$ cat src/rtl/cuckoo_lookup.sv
// cuckoo_lookup: read-side probe engine for the two-table cuckoo hash store.
// Optional delete-on-hit is compiled in when CUCKOO_DELETE_EN is defined.
//
//  state | meaning
//  IDLE  | ready, waiting for a lookup request
//  RD1   | read enable to table 1 at idx1
//  CMP1  | compare table 1 read data against key
//  RD2   | read enable to table 2 at idx2
//  CMP2  | compare table 2 read data against key
//  DEL   | one-cycle clear pulse to the hit table (CUCKOO_DELETE_EN only)
//  RESP  | response held until rsp_ready
module cuckoo_lookup #(
    parameter int DEPTH = 20,
    parameter int KEY_W = 32,
    parameter int IDX_W = 5
) (
    input  logic             clk,
    input  logic             rst,
    input  logic             req_valid,
    output logic             req_ready,
    input  logic [KEY_W-1:0] req_key,
    input  logic [IDX_W-1:0] req_idx1,
    input  logic [IDX_W-1:0] req_idx2,
    input  logic             req_del,
    output logic             t1_ren,
    output logic             t2_ren,
    output logic [IDX_W-1:0] t1_raddr,
    output logic [IDX_W-1:0] t2_raddr,
    input  logic [KEY_W-1:0] t1_rdata,
    input  logic [KEY_W-1:0] t2_rdata,
    input  logic             t1_rfilled,
    input  logic             t2_rfilled,
`ifdef CUCKOO_DELETE_EN
    output logic             t1_clr,
    output logic             t2_clr,
`endif
    output logic             rsp_valid,
    input  logic             rsp_ready,
    output logic             rsp_hit,
    output logic             rsp_table,
    output logic [IDX_W-1:0] rsp_index
);

`ifdef CUCKOO_DELETE_EN
    typedef enum logic [2:0] {IDLE, RD1, CMP1, RD2, CMP2, RESP, DEL} state_t;
`else
    typedef enum logic [2:0] {IDLE, RD1, CMP1, RD2, CMP2, RESP} state_t;
`endif

    // One extra bit so DEPTH == 2**IDX_W still compares correctly.
    localparam logic [IDX_W:0] DEPTH_L = (IDX_W+1)'(DEPTH);

    state_t           state_q, state_d, hit_next;
    logic [KEY_W-1:0] key_q;
    logic [IDX_W-1:0] idx1_q, idx2_q;
    logic             del_q;
    logic             req_in1, req_in2, q_in2;
    logic             hit1, hit2;

    assign req_in1 = {1'b0, req_idx1} < DEPTH_L;
    assign req_in2 = {1'b0, req_idx2} < DEPTH_L;
    assign q_in2   = {1'b0, idx2_q} < DEPTH_L;
    assign hit1    = t1_rfilled && (t1_rdata == key_q);
    assign hit2    = t2_rfilled && (t2_rdata == key_q);

    // Addresses follow the latched indices, so during DEL they already sit at the hit slot.
    assign t1_raddr = idx1_q;
    assign t2_raddr = idx2_q;

`ifdef CUCKOO_DELETE_EN
    logic del_unused;
    assign del_unused = 1'b0;
`else
    logic del_unused;
    assign del_unused = req_del;
`endif

    always_ff @(posedge clk) begin
        if (rst) begin
            state_q <= IDLE;
        end else begin
            state_q <= state_d;
        end
    end

    always_comb begin
        state_d   = state_q;
        req_ready = 1'b0;
        t1_ren    = 1'b0;
        t2_ren    = 1'b0;
        rsp_valid = 1'b0;
`ifdef CUCKOO_DELETE_EN
        t1_clr    = 1'b0;
        t2_clr    = 1'b0;
        hit_next  = del_q ? DEL : RESP;
`else
        hit_next  = RESP;
`endif
        case (state_q)
            IDLE: begin
                req_ready = 1'b1;
                if (req_valid) begin
                    if (req_in1)      state_d = RD1;
                    else if (req_in2) state_d = RD2;
                    else              state_d = RESP;
                end
            end
            RD1: begin
                t1_ren  = 1'b1;
                state_d = CMP1;
            end
            CMP1: begin
                if (hit1)       state_d = hit_next;
                else if (q_in2) state_d = RD2;
                else            state_d = RESP;
            end
            RD2: begin
                t2_ren  = 1'b1;
                state_d = CMP2;
            end
            CMP2: begin
                state_d = hit2 ? hit_next : RESP;
            end
`ifdef CUCKOO_DELETE_EN
            DEL: begin
                t1_clr  = ~rsp_table;
                t2_clr  = rsp_table;
                state_d = RESP;
            end
`endif
            RESP: begin
                rsp_valid = 1'b1;
                if (rsp_ready) state_d = IDLE;
            end
            default: state_d = IDLE;
        endcase
    end

    always_ff @(posedge clk) begin
        if (rst) begin
            key_q     <= '0;
            idx1_q    <= '0;
            idx2_q    <= '0;
            del_q     <= 1'b0;
            rsp_hit   <= 1'b0;
            rsp_table <= 1'b0;
            rsp_index <= '0;
        end else begin
            case (state_q)
                IDLE: begin
                    if (req_valid) begin
                        key_q     <= req_key;
                        idx1_q    <= req_idx1;
                        idx2_q    <= req_idx2;
`ifdef CUCKOO_DELETE_EN
                        del_q     <= req_del;
`else
                        del_q     <= 1'b0;
`endif
                        rsp_hit   <= 1'b0;
                        rsp_table <= 1'b0;
                        rsp_index <= '0;
                    end
                end
                CMP1: begin
                    if (hit1) begin
                        rsp_hit   <= 1'b1;
                        rsp_table <= 1'b0;
                        rsp_index <= idx1_q;
                    end
                end
                CMP2: begin
                    if (hit2) begin
                        rsp_hit   <= 1'b1;
                        rsp_table <= 1'b1;
                        rsp_index <= idx2_q;
                    end
                end
                default: ;
            endcase
        end
    end

endmodule

$ cat config.mk
export PLATFORM = sky130hd
export DESIGN_NAME = cuckoo_lookup
export DESIGN_NICKNAME = d
export VERILOG_FILES = /design/src/rtl/cuckoo_lookup.sv
export SDC_FILE = /design/constraint.sdc
export NUM_CORES = 1
export LEC_CHECK = 0
export BUFFER_PORTS_ARGS = -buffer_cell sky130_fd_sc_hd__buf_2
export CAP_MARGIN = 25
export CORE_MARGIN = 3
export CORE_UTILIZATION = 40
export DETAILED_ROUTE_END_ITERATION = 12
export GPL_ROUTABILITY_DRIVEN = 0
export PLACE_DENSITY_LB_ADDON = 0.08
export SLEW_MARGIN = 40
export SYNTH_ARGS = -nofsm -noshare
export SYNTH_HDL_FRONTEND = slang
export SYNTH_SLANG_ARGS = --single-unit
$ cat constraint.sdc
create_clock -name clk -period 2.3 [get_ports clk]
set_clock_uncertainty 0.05 [all_clocks]
set_input_delay 0.46 -clock clk [delete_from_list [all_inputs] [get_ports clk]]
set_output_delay 0.46 -clock clk [all_outputs]
set_load 0.03 [all_outputs]
# [Yosys cells after proc, flatten, opt, wreduce, memory -nomap -nowiden]
# Index checks and enable logic that the tools add are counted.
[totals] out_inout_bits=21 reg_bits=52
[classes] order_cmp=3 n_eq_ne=11 n_reduce_logical=7 n_mux=21
[ops] cell="$eq 32x32->1" n=2
[ops] cell="$mux 3" n=6
[ops] cell="$pmux 3 s6" n=1
[ops] cell="$lt 5x5->1 const B" n=3
[ops] cell="$mux 5" n=3
[ops] cell="$pmux 5 s3" n=1
[ops] cell="$mux 1" n=8
[ops] cell="$ne 2x2->1 const B" n=4
[ops] cell="$eq 3x2->1 const B" n=2
[ops] cell="$eq 3x3->1 const B" n=2
[ops] cell="$pmux 1 s3" n=2
[ops] cell="$reduce_and 2->1" n=2
[ops] cell="$reduce_and 4->1" n=1
[ops] cell="$eq 3x1->1 const B" n=1
[ops] cell="$logic_not 3->1" n=1
[ops] cell="$reduce_bool 3->1" n=1
[ops] cell="$logic_and 1x1->1" n=2

# [Logic depth before layout (Yosys ltp)]
[depth] ltp_word=5 mapped_depth=7 depth_no_buf=6

# [Least setup slack after synthesis]
# OpenSTA, ideal clock, no wires.
[synth_timing] kind="register to register" from="register state_q[2]" to="register state_q[1]" setup_ns=0.061 t_arrival_ns=1.882 setup_slack_ns=0.307 path_buffers=1 path_stages_with_launch=6 path_cell_list="dfxtp_1 -> clkbuf_1 -> nor3b_1 -> a31oi_1 -> a2111oi_0 -> a41o_1"
[synth_via] elab_chain_len=3 word_cells_on_any_way=10 cone_classes="eq/ne (7); mux (1); reduce/logical (2)"
[synth_rtl] item="start: declaration" line="53" source="state_t state_q, state_d, hit_next;"
[synth_rtl] item="start signal: assignment" line="82" source="state_q <= state_d;"
[synth_rtl] item="$eq 3x3->1 or $logic_not 3->1 (tied branches)" line="99" source="case (state_q)"
[synth_rtl] item="$ne 2x2->1 (no line)"
[synth_rtl] item="$reduce_and 2->1 (no line)"
# Several ways; a longest one is shown, not always the timed one.
# A chain may end at the register's enable or synchronous reset.

# [Worst setup path after layout]
[layout_timing] from="register state_q[2]" to="output port t2_ren"
[layout_via] elab_chain_len=2
[layout_rtl] item="$eq 3x2->1" line="99"
[layout_rtl] item="$mux 1" line="99"
[layout_rtl] item="end: declaration" line="26" source="output logic t2_ren,"
# No other way between the ends.

==> summary.md <==
| Metric | Value |
|---|---|
| Hold Path Class | primary input to flip-flop |
| Register area share after synthesis | 37.2% |
| MaxCap Viol Count | 0 |
| Worst reg-to-reg setup slack | 0.30 ns |
| Met3 global-route usage | 4.47% |
| Synth cell types | 39 |
| Layout cells sized above 1 | 31.4% |
| YS warnings | 0 |
| Row count | 29 |
| Total congestion overflow | 0 |
| DRT iter0 DRCs | 71 |
| Full die area | 0.00804 mm^2 |
| Worst Hold Launch | req_key[9] |
| Via Count | 2749 |
| Grt met2 use | 32.5% |
| Worst Hold Endpoint | key_q[9] |
| Clk root buf | clkbuf_8 |
| Core area | 0.00657 mm^2 |
| Initial antenna violation count | 0 |
| TritonCTS clock tree | done |
| Max VDD drop | 0.448 mV |
| Ys async rst share | 0% |
| Slew Limit Fails | 0 |
| Clock power frac | 23.5% |
| Complex-gate fraction of the synthesized area | 17.1% |
| Synthesized area | 0.00280 mm^2 |
| DIE HEIGHT | 89.7 um |
| Cts hold-fix bufs | 0 |
| RSZ-0062 raised after global routing | no |
| Hold violation count in the final report | 0 |
| Leakage | 1.56 nW |
| Worst Path Max Fanout | 15 |
| Setup-failing EPs final | 0 |
| Multiplexer share of the synthesized area | 1.79% |
| Critical path capture point type | output pin |
| Crit share post-route | 88.2% |
| Clock sink total | 52 |
| Reg2reg start | key_q[0] |
| #FFs+latches synth | 52 |
| Detail Route Antenna Nets | 0 |
| Post-Synth Adder-Cell Area | 0% |
| Clock buffer depth | 2 |
| Global Route met1 Usage | 27.6% |
| Synth Area in XOR/XNOR | 17.8% |
| Nets@finish | 593 |
| Post-synth top flop | dfxtp_1 |
| Drt first pass iters | 4 |
| Global-route wire length before repair | 12.5 mm |
| Status | completed |
| Avg Cell Area, Syn | 7.95 um^2 |
| Switching part of the total | 35.5% |
| Fmax | 493 MHz |
| Final non-filler cell total | 575 |
| WL/cell | 14.1 um |
| Synth Area in Simple Gates | 22.8% |
| CP Launch Type | flip-flop |
| Cell Int Power | 0.00174 W |
| Final WL | 8.09 mm |
| Filler Cells Inserted | 651 |
| Postcts setup bufs | 0 |
| Placed inst area | 0.00357 mm^2 |
| I/O Buffers | 132 |
| Vias in the first global route | 2577 |
| Post-synth EDFFs | 0 |
| Main combinational cell family by area after synthesis | simple AND/OR/NAND/NOR gates |
| DRC viols | 0 |
| Post-Route Setup TNS | 0 ns |
| Net Sw Power | 0.000957 W |
| Hpwl dp | 6.33 mm |
| Hold path depth | 3 |
| Worst slew pin tran | 0.504 ns |
| Minimum clock period | 2.03 ns |
| Crit path kind | flip-flop to output pin |
| Top Ports | 134 |
| Most common cell after layout, fill and taps aside | buf_2 |
| Clock latency on the worst-skew pair | 0.30 ns |
| Worst Path Arrival | 1.52 ns |
| Post-CTS sizing | 0 |
| Global-route usage over all layers | 20.3% |
| Die X | 89.7 um |
| Placed Cells | 566 |
| WP data required | 1.79 ns |
| GRT Max-Usage Layer | met2 |
| RR Endpoint | rsp_index[0] |
| Sequential Power Share | 42.9% |
| Clock-pin slew on the worst setup and hold paths | 0.10 ns |
| Largest net degree at the start of global routing | 44 |
| Htree depth | 2 |
| Worst r2r path cells | 6 |
| Combinational share of power | 33.6% |
| Cells after Synth | 352 |
| Most frequent cells in the layout | 132 x buf_2, 95 x nand2_1, 53 x xnor2_1 |
| Slew headroom | 66.3% |
| Pwr dens | 731 mW/mm^2 |
| Fin area | 0.00369 mm^2 |
| Syn nets | 465 |
| Vias per cell | 4.78 |
| P&R area growth vs syn | 31.8% |
| Starting density of the core | 42.6% |
| Num CTS Buffers | 5 |
registers in the layout, indices dropped and copies added (netlist names):
| name | flops |
|---|---|
| rsp_table | 1 |
| t1_raddr | 5 |
| key_q | 32 |
| rsp_index | 5 |
| rsp_hit | 1 |
| t2_raddr | 5 |
| state_q | 3 |
cell usage after synthesis (4+ instances only):
library cell / count / area [um^2]
nor2b_1: 5 / 31.3
a21oi_1: 45 / 225
nor4_1: 4 / 25.0
nand2b_1: 7 / 43.8
buf_2: 5 / 25.0
dfxtp_1: 52 / 1040
nor2_1: 7 / 26.3
a22o_1: 6 / 52.6
clkbuf_1: 12 / 45.0
mux2i_1: 5 / 50.1
nand2_1: 95 / 357
xnor2_1: 53 / 464
xor2_1: 4 / 35.0
nand4_1: 12 / 75.1
inv_1: 6 / 22.5
critical path, cell delays in order (launching register included):
cell and delay [ns]:
dfxtp_1 0.65, nor2b_1 0.10, buf_4 0.19, nand2_1 0.08
inv_1 0.04, buf_2 0.16
how the worst max path moves through the flow:
stage | startpoint | end | cells past startpoint
after floorplan | state_q[2] | state_q[1] | 5
after global placement | t1_rdata[19] | rsp_table | 7
after detailed placement | t1_rdata[19] | rsp_index[3] | 7
after CTS | state_q[2] | t2_ren | 5
after global routing | state_q[2] | t2_ren | 5
final | state_q[2] | t2_ren | 5
stage by stage:
| stage | hold WS (ns) | total power, W | util (%) | setup WS (ns) |
|---|---|---|---|---|
| 6_report | 0.331 | 0.00270 | 56.2 | 0.271 |
| 5_1_grt | 0.321 | 0.00287 | 56.1 | 0.147 |
| 4_1_cts | 0.326 | 0.00272 | 56.1 | 0.272 |
| 3_5_place_dp | 0.419 | 0.00209 | 54.4 | 0.0621 |
| 3_3_place_gp | 0.411 | 0.00208 | 54.4 | 0.0890 |
| 2_1_floorplan | 0.412 | 0.00177 | - | 0.307 |
power by group through the flow:
stage	Combinational, W	Sequential [W]	Clock, W
2_1_floorplan	0.000576	0.00119	0
3_3_place_gp	0.000901	0.00118	0
3_5_place_dp	0.000910	0.00118	0
4_1_cts	0.000913	0.00116	0.000648
5_1_grt	0.00101	0.00118	0.000685
6_report	0.000907	0.00116	0.000634
routing by layer:
layer  up-vias  part of all wire (%)
met5         -                     0
met3         7                   7.2
met4         0                   1.1
li1       1446                     -
met1      1216                    44
met2        80                    47
layout make-up:
class,instances,area [um^2],share of cell area (%)
multi-input cells,277,1680,45.5
flip-flops and latches,52,1040,28.2
repair buffers,138,718,19.5
well taps,93,116,3.15
clock buffers,5,68.8,1.87
clock inverters,3,42.5,1.15
inverters,6,22.5,0.611
diodes,1,2.50,0.0678
cells by family (layout without fill, tap and decap cells):
kind of cell,after synthesis,count (layout)
buffers and inverters,23,152
XOR/XNOR,57,57
flip-flops,52,52
other,0,1
AND/OR/NAND/NOR,142,142
AO/OA/AOI/OAI,73,73
multiplexers,5,5
(Power assumes the default switching activity.)
